### config.mk
export PLATFORM = sky130hd
export DESIGN_NAME = ct_ifu_icache_predecd_refill
export DESIGN_NICKNAME = d
export VERILOG_FILES = /design/src/rtl/ct_ifu_icache_predecd_refill_pkg.sv /design/src/rtl/ct_ifu_predecd_hw.sv /design/src/rtl/ct_ifu_icache_predecd_refill.sv
export SDC_FILE = /design/constraint.sdc
export NUM_CORES = 1
export LEC_CHECK = 0
export BUFFER_PORTS_ARGS = -buffer_cell sky130_fd_sc_hd__buf_2
export CAP_MARGIN = 20
export CORE_MARGIN = 2
export CORE_UTILIZATION = 43
export CTS_CLUSTER_SIZE = 16
export DETAILED_ROUTE_END_ITERATION = 16
export PLACE_DENSITY = 0.85
export SYNTH_ARGS = -nofsm -noshare
export SYNTH_HDL_FRONTEND = slang
export SYNTH_SLANG_ARGS = --single-unit
### constraint.sdc
create_clock -name forever_cpuclk -period 1.7 [get_ports forever_cpuclk]
set_input_delay 0.17 -clock forever_cpuclk [delete_from_list [all_inputs] [get_ports forever_cpuclk]]
set_output_delay 0.17 -clock forever_cpuclk [all_outputs]
set_load 0.02 [all_outputs]
### src/rtl/ct_ifu_icache_predecd_refill_pkg.sv
// ct_ifu_icache_predecd_refill_pkg: shared state encoding, RISC-V opcode constants and refill geometry
package ct_ifu_icache_predecd_refill_pkg;
  typedef enum logic [1:0] {IDLE, WAIT_BEAT, REQ, DONE} state_e;
  localparam int PD_BEATS = 4;
  localparam int LINE_W = 10;
  localparam int OFF_W = 4;
  localparam logic [1:0] RVI = 2'b11;
  localparam logic [1:0] RVC_Q1 = 2'b01;
  localparam logic [1:0] RVC_Q2 = 2'b10;
  localparam logic [6:0] OP_BRANCH = 7'b1100011;
  localparam logic [6:0] OP_JAL = 7'b1101111;
  localparam logic [6:0] OP_JALR = 7'b1100111;
  localparam logic [2:0] C_J_F3 = 3'b101;
  localparam logic [2:0] C_JR_F3 = 3'b100;
endpackage

### src/rtl/ct_ifu_predecd_hw.sv
// ct_ifu_predecd_hw: halfword to {jalr, jal, branch, 32-bit start} predecode bits
module ct_ifu_predecd_hw
  import ct_ifu_icache_predecd_refill_pkg::*;
(
  input  logic [15:0] hw,
  output logic [3:0]  pd
);
  logic rvi;
  always_comb begin
    rvi   = hw[1:0] == RVI;
    pd[0] = rvi;
    pd[1] = rvi && hw[6:0] == OP_BRANCH;
    pd[2] = (rvi && hw[6:0] == OP_JAL) || (hw[1:0] == RVC_Q1 && hw[15:13] == C_J_F3);
    pd[3] = (rvi && hw[6:0] == OP_JALR) ||
            (hw[1:0] == RVC_Q2 && hw[15:13] == C_JR_F3 && hw[6:2] == 5'd0 && hw[11:7] != 5'd0);
  end
endmodule

### src/rtl/ct_ifu_icache_predecd_refill.sv
// ct_ifu_icache_predecd_refill: refill predecode write sequencer; ICACHE_PREDECD_BYPASS_EN adds a zero-delay bypass port
module ct_ifu_icache_predecd_refill
  import ct_ifu_icache_predecd_refill_pkg::*;
#(
  parameter int INDEX_W = 16,
  parameter int BEATS   = PD_BEATS
) (
  input  logic                 forever_cpuclk,
  input  logic                 cpurst_b,
  input  logic                 refill_start,
  input  logic [LINE_W-1:0]    refill_line_idx,
  input  logic                 refill_beat_vld,
  input  logic [127:0]         refill_beat_data,
  output logic                 refill_beat_rdy,
  input  logic                 refill_inv,
  output logic                 predecd_arb_req,
  input  logic                 predecd_arb_grant,
  output logic                 ifu_icache_predecd_array1_cen_b,
  output logic                 ifu_icache_predecd_array1_wen_b,
  output logic                 ifu_icache_predecd_array1_clk_en,
  output logic [INDEX_W-1:0]   ifu_icache_index,
  output logic [31:0]          ifu_icache_predecd_array1_din,
  output logic                 refill_predecd_done
`ifdef ICACHE_PREDECD_BYPASS_EN
  ,
  output logic                 predecd_bypass_vld,
  output logic [31:0]          predecd_bypass_data
`endif
);
  localparam int CNT_W = $clog2(BEATS);
  state_e              state_q, state_d;
  logic [CNT_W-1:0]    cnt_q, cnt_d;
  logic [LINE_W-1:0]   line_q, line_d;
  logic [31:0]         buf_q, buf_d;
  logic [INDEX_W-1:0]  idx_q, idx_d;
  logic                rdy_q, rdy_d, req_q, req_d, clk_en_q, clk_en_d, done_q, done_d;
  logic [31:0]         pd_beat;
  logic                last, wr;
  for (genvar i = 0; i < 8; i++) begin : g_hw
    ct_ifu_predecd_hw u_hw (.hw(refill_beat_data[16*i+:16]), .pd(pd_beat[4*i+:4]));
  end
  assign last = cnt_q == CNT_W'(BEATS - 1);
  always_comb begin
    state_d = state_q;
    cnt_d   = cnt_q;
    line_d  = line_q;
    buf_d   = buf_q;
    idx_d   = idx_q;
    case (state_q)
      IDLE: if (refill_start) begin
        state_d = WAIT_BEAT;
        cnt_d   = '0;
        line_d  = refill_line_idx;
      end
      WAIT_BEAT: if (refill_beat_vld) begin
        state_d = REQ;
        buf_d   = pd_beat;
        idx_d   = INDEX_W'({line_q, cnt_q, {OFF_W{1'b0}}});
      end
      REQ: if (predecd_arb_grant) begin
        state_d = last ? DONE : WAIT_BEAT;
        cnt_d   = last ? cnt_q : cnt_q + 1'b1;
      end
      default: state_d = IDLE;
    endcase
    if (refill_inv) state_d = IDLE;
    rdy_d    = state_d == WAIT_BEAT;
    req_d    = state_d == REQ;
    clk_en_d = state_d == REQ;
    done_d   = state_d == DONE;
  end
  always_ff @(posedge forever_cpuclk or negedge cpurst_b) begin
    if (!cpurst_b) begin
      state_q  <= IDLE;
      cnt_q    <= '0;
      line_q   <= '0;
      buf_q    <= '0;
      idx_q    <= '0;
      rdy_q    <= 1'b0;
      req_q    <= 1'b0;
      clk_en_q <= 1'b0;
      done_q   <= 1'b0;
    end else begin
      state_q  <= state_d;
      cnt_q    <= cnt_d;
      line_q   <= line_d;
      buf_q    <= buf_d;
      idx_q    <= idx_d;
      rdy_q    <= rdy_d;
      req_q    <= req_d;
      clk_en_q <= clk_en_d;
      done_q   <= done_d;
    end
  end
  // an invalidate kills the strobe even when the grant lands in the same cycle
  assign wr = req_q && predecd_arb_grant && !refill_inv;
  assign ifu_icache_predecd_array1_cen_b  = !wr;
  assign ifu_icache_predecd_array1_wen_b  = !wr;
  assign ifu_icache_predecd_array1_clk_en = clk_en_q;
  assign ifu_icache_index                 = idx_q;
  assign ifu_icache_predecd_array1_din    = buf_q;
  assign refill_beat_rdy                  = rdy_q;
  assign predecd_arb_req                  = req_q;
  assign refill_predecd_done              = done_q;
`ifdef ICACHE_PREDECD_BYPASS_EN
  assign predecd_bypass_vld  = rdy_q && refill_beat_vld;
  assign predecd_bypass_data = pd_beat;
`endif
endmodule

### Yosys cells after proc, flatten, opt, wreduce, memory -nomap -nowiden

Index checks and enable logic that the tools add are counted.

| operators by class | value |
|---|---|
| add/subtract/negate cells | 1 |
| equal/unequal tests | 73 |
| muxes and demuxes | 10 |
| reductions and logical operators | 97 |

Operator list:

| kind | count |
|---|---|
| $eq 7x7->1 const B | 24 |
| $logic_and 1x1->1 | 58 |
| $eq 3x3->1 const B | 16 |
| $eq 2x2->1 const B | 20 |
| $logic_not 5->1 | 8 |
| $reduce_bool 5->1 | 8 |
| $eq 2x1->1 const B | 10 |
| $logic_or 1x1->1 | 16 |
| $mux 2 | 8 |
| $ne 2x2->1 const B | 3 |
| $pmux 2 s3 | 1 |
| $pmux 2 s2 | 1 |
| $reduce_and 2->1 | 2 |
| $reduce_and 4->1 | 1 |
| $add 2x1->2 const B | 1 |
| $logic_not 1->1 | 2 |
| $logic_not 2->1 | 1 |
| $reduce_bool 2->1 | 1 |

| word-level totals | value |
|---|---|
| bits in registers | 61 |
| input bits | 144 |
| word-level logic and storage cells | 189 |

### Depth between registers and ports, before layout

| depth | value |
|---|---|
| depth in word-level cells | 6 |
| depth in mapped cells | 6 |
| gate-level depth less buffers | 5 |

### By module

A second synthesis with hierarchy kept.

| unflattened totals | value |
|---|---|
| cells, all modules | 275 |
| area total of the unflattened synthesis | 3,437.0 um2 |

By module, submodules not included:

| module | instances | cells an instance | area each (um2) |
|---|---|---|---|
| ct_ifu_icache_predecd_refill | 1 | 155 | 2,666.3 |
| ct_ifu_predecd_hw | 8 | 15 | 96.3 |

### Worst setup path after synthesis

No wires, ideal clock.

| timing | value |
|---|---|
| kind | flip-flop to flip-flop |
| start point | register state_q[1] |
| end point | register line_q[0] |
| library setup time | 0.125 ns |
| arrival | 1.231 ns |
| data required time | 1.575 ns |
| slack | 0.344 ns |
| cell stages (with the launch flop) | 4 |
| path through | dfrtp_1 -> buf_6 -> nor3_4 -> mux2_2 |

| between the ends | value |
|---|---|
| cells in the longest elaborated chain, start to end | 2 |

RTL lines:

| element | RTL line | source |
|---|---|---|
| start, declared | ct_ifu_icache_predecd_refill.sv:31 | `state_e state_q, state_d;` |
| start signal, assigned | ct_ifu_icache_predecd_refill.sv:84 | `state_q <= state_d;` |
| $logic_not 2->1 | ct_ifu_icache_predecd_refill.sv:49 | `case (state_q)` |
| $reduce_and 2->1 (no line) | - |  |
| end signal, assigned | ct_ifu_icache_predecd_refill.sv:86 | `line_q <= line_d;` |
| end, declared | ct_ifu_icache_predecd_refill.sv:33 | `logic [LINE_W-1:0] line_q, line_d;` |

No other way between the ends.
A chain may end at the register's enable or synchronous reset.

### Worst setup path in the final report

| timing | value |
|---|---|
| start point | register state_q[1] |
| end point | register buf_q[27] (netlist: ifu_icache_predecd_array1_din[27]) |

| between the ends | value |
|---|---|
| cells in the longest elaborated chain, start to end | 2 |

RTL lines:

| element | RTL line | source |
|---|---|---|
| $eq 2x1->1 | ct_ifu_icache_predecd_refill.sv:49 |  |
| $reduce_and 2->1 (no line) | - |  |
| end signal, assigned | ct_ifu_icache_predecd_refill.sv:87 | `buf_q <= buf_d;` |
| end, declared | ct_ifu_icache_predecd_refill.sv:34 | `logic [31:0] buf_q, buf_d;` |

No other way between the ends.

==> run metrics <==
Highest Clock Rate=644 MHz; Max-Cap Viols=0; Syn Inst Count=329; clock root buffer=clkbuf_8; leak pwr=2.31 nW; DP HPWL=6820 microns; status=completed; Seq/Total Area, Yosys=between 40 and 50%; RePlAce Congestion=0.913; initial antenna violation count=0; Die ar.=approximately 7900 sq um; vias in the first global route=3098; CP max FO=38; RSZ-0062 raised after global routing=false; most frequent cell after synthesis=nand2_1; gr ovfl total=0; area of the mapped netlist=3100 sq um; clk slew on worst S/H paths=0.07 ns; clk_skew=0.00999 ns; cell type with the largest total area after synthesis=dfrtp_1; Initial Util=45.2%; area share of the largest cell type after synthesis=49.2%; CTS max path bufs=2; kind of critical path=register to register; Die Wd=88.9 microns; Slew Viols, Final=0; Commonest cells post-synth=75 x nand2_1, 61 x dfrtp_1, 27 x nor2_1; Tot GR Track Use=22.0%; Rows=30; share of cells above drive strength 1=43.2%; Die Span Y=88.9 microns; final setup violation count=0; syn avg cell area=9.43 sq um; WP data arrival=~1.7 ns; fin crit share=91.3%; CTS tree=built; # diodes=0; Final nets=663; Post-route DRC=0; HP Class=primary input to register; design area=roughly 4300 sq um; number of synthesized flops with an enable pin=0; input/output buffers=185; Max IR drop VDD=~0.5 mV; post-route setup TNS=0 ns; Ys Warns=0; final WL=8770 microns; Top FF cell, synth=dfrtp_1; CORE AREA=roughly 7000 sq um; Clock Sinks=61; DR pass1 iterations=4; routed length per instance=14.2 microns; Yosys reg bits=61; DP Area=about 4100 sq um; area grow syn2layout=39.7%; initial DRC count=130; Power per Cell Area=approximately 950 nW/um^2; worst skew pair latency=0.33 ns; unique cell type count in the Yosys netlist=36; Hold Violations, Final=0; post-layout util=63.1%; worst hold slack=0.0493 ns; CTS H-tree lvls=3; via/cell ratio=about 5.2; largest net degree at the start of global routing=62; vias post-DR=3232; total CTS buffers=9; CP Launch Type=register; CP endpoint kind=register; first-pass GRT wire length=13400 microns; post-cts resize count=0; WP data required=around 1.9 ns; Routed Antenna Nets=0; Ports=198; Synth async-reset ratio=100%; Synth area leaders=dfrtp_1 49%, nand2_1 9.1%, mux2_2 4.0%; crit path time final=1.55 ns
## path summary, 6_finish.rpt
kind	start	endpoint	slack (ns)	cells after the start
setup / recovery	state_q[1]$_DFF_PN0_	ifu_icache_predecd_array1_din[27]$_DFFE_PN0P_	0.15	5
setup reg to reg	state_q[1]$_DFF_PN0_	ifu_icache_predecd_array1_din[27]$_DFFE_PN0P_	0.15	5
min in group asynchronous	cpurst_b	ifu_icache_index[8]$_DFFE_PN0P_	0.38	3
hold / removal	refill_inv	state_q[0]$_DFF_PN0_	0.05	2
hold reg to reg	line_q[3]$_DFFE_PN0P_	ifu_icache_index[9]$_DFFE_PN0P_	0.46	2
max in group asynchronous	cpurst_b	ifu_icache_predecd_array1_din[31]$_DFFE_PN0P_	1.04	3
## metrics by stage
step / setup WS (ns) / instances / total power (W)
finish: 0.148 / 619 / 0.00412
global route: 0.0135 / 619 / 0.00436
CTS: 0.151 / 619 / 0.00417
detailed placement: 0.162 / 602 / 0.00286
global placement: 0.194 / 602 / 0.00282
floorplan: 0.344 / 332 / 0.00237
## layout by cell type, fill, tap and decap left out, types with 4 or more instances in the layout
cell type,count
nand4b_1,8
nor2b_1,17
nand4_1,13
dfrtp_1,61
nor4_1,8
a22oi_1,7
nand3_1,10
conb_1,4
buf_2,185
nor2_1,27
a31oi_1,8
mux2_2,11
nand2_1,75
buf_4,4
clkbuf_8,9
o21ai_0,17
and3_1,14
inv_1,4
or4_1,7
## layout make-up
type	instances	area [sq um]
fill	613	2540
sequential	61	1530
multi-input combinational	249	1450
timing repair buffer	193	1030
clock buffer	9	124
tap	96	120
clock inverter	7	73.8
inverter	4	15.0
## logic make-up (layout without fill, tap and decap cells)
kind of cell,after synthesis,count (layout),synth area share (%)
and+or+nand+nor,187,187,30.9
buffers and inverters,22,213,4.56
muxes,12,12,4.32
other,1,4,0.121
adders and majority gates,1,1,0.403
DFF,61,61,49.2
AOI/OAI and AO/OA,45,45,10.5
## metal layers
layer  vias up  global-route usage, %  part of all wire (%)
met5         -                      0                     0
met4         0                   9.09                   2.1
met3        17                   4.16                   6.4
met2       129                   42.6                    54
met1      1534                   23.2                    37
li1       1552                      -                     -
## sequential cells by signal (all words and copies together), names as in the netlist
name,flops
cnt_q,2
ifu_icache_index,12
ifu_icache_predecd_array1_clk_en,1
ifu_icache_predecd_array1_din,32
line_q,10
refill_beat_rdy,1
refill_predecd_done,1
state_q,2
## report_power, final
group	switching (W)	total [W]	leakage, nW	internal (W)
Clock	0.000606	0.00129	0.100	0.000684
Sequential	0.000121	0.00179	0.787	0.00167
Combinational	0.000614	0.00103	1.42	0.000420
Total	0.00134	0.00412	2.31	0.00278
## critical path: stages (launching register included)
cell,delay [ns]
dfrtp_1,0.56
nand3b_4,0.25
buf_12,0.21
nor2_1,0.06
a22oi_1,0.18
o21ai_0,0.13
## repair_timing
action / 4_1_cts / 5_1_grt
hold buffers: 1 / 0
buffers inserted: 0 / 0
endpoints found under the setup margin: 0 / 0
endpoints found under the hold margin: 61 / 0
No activity file was read; power rests on OpenSTA's default activity.
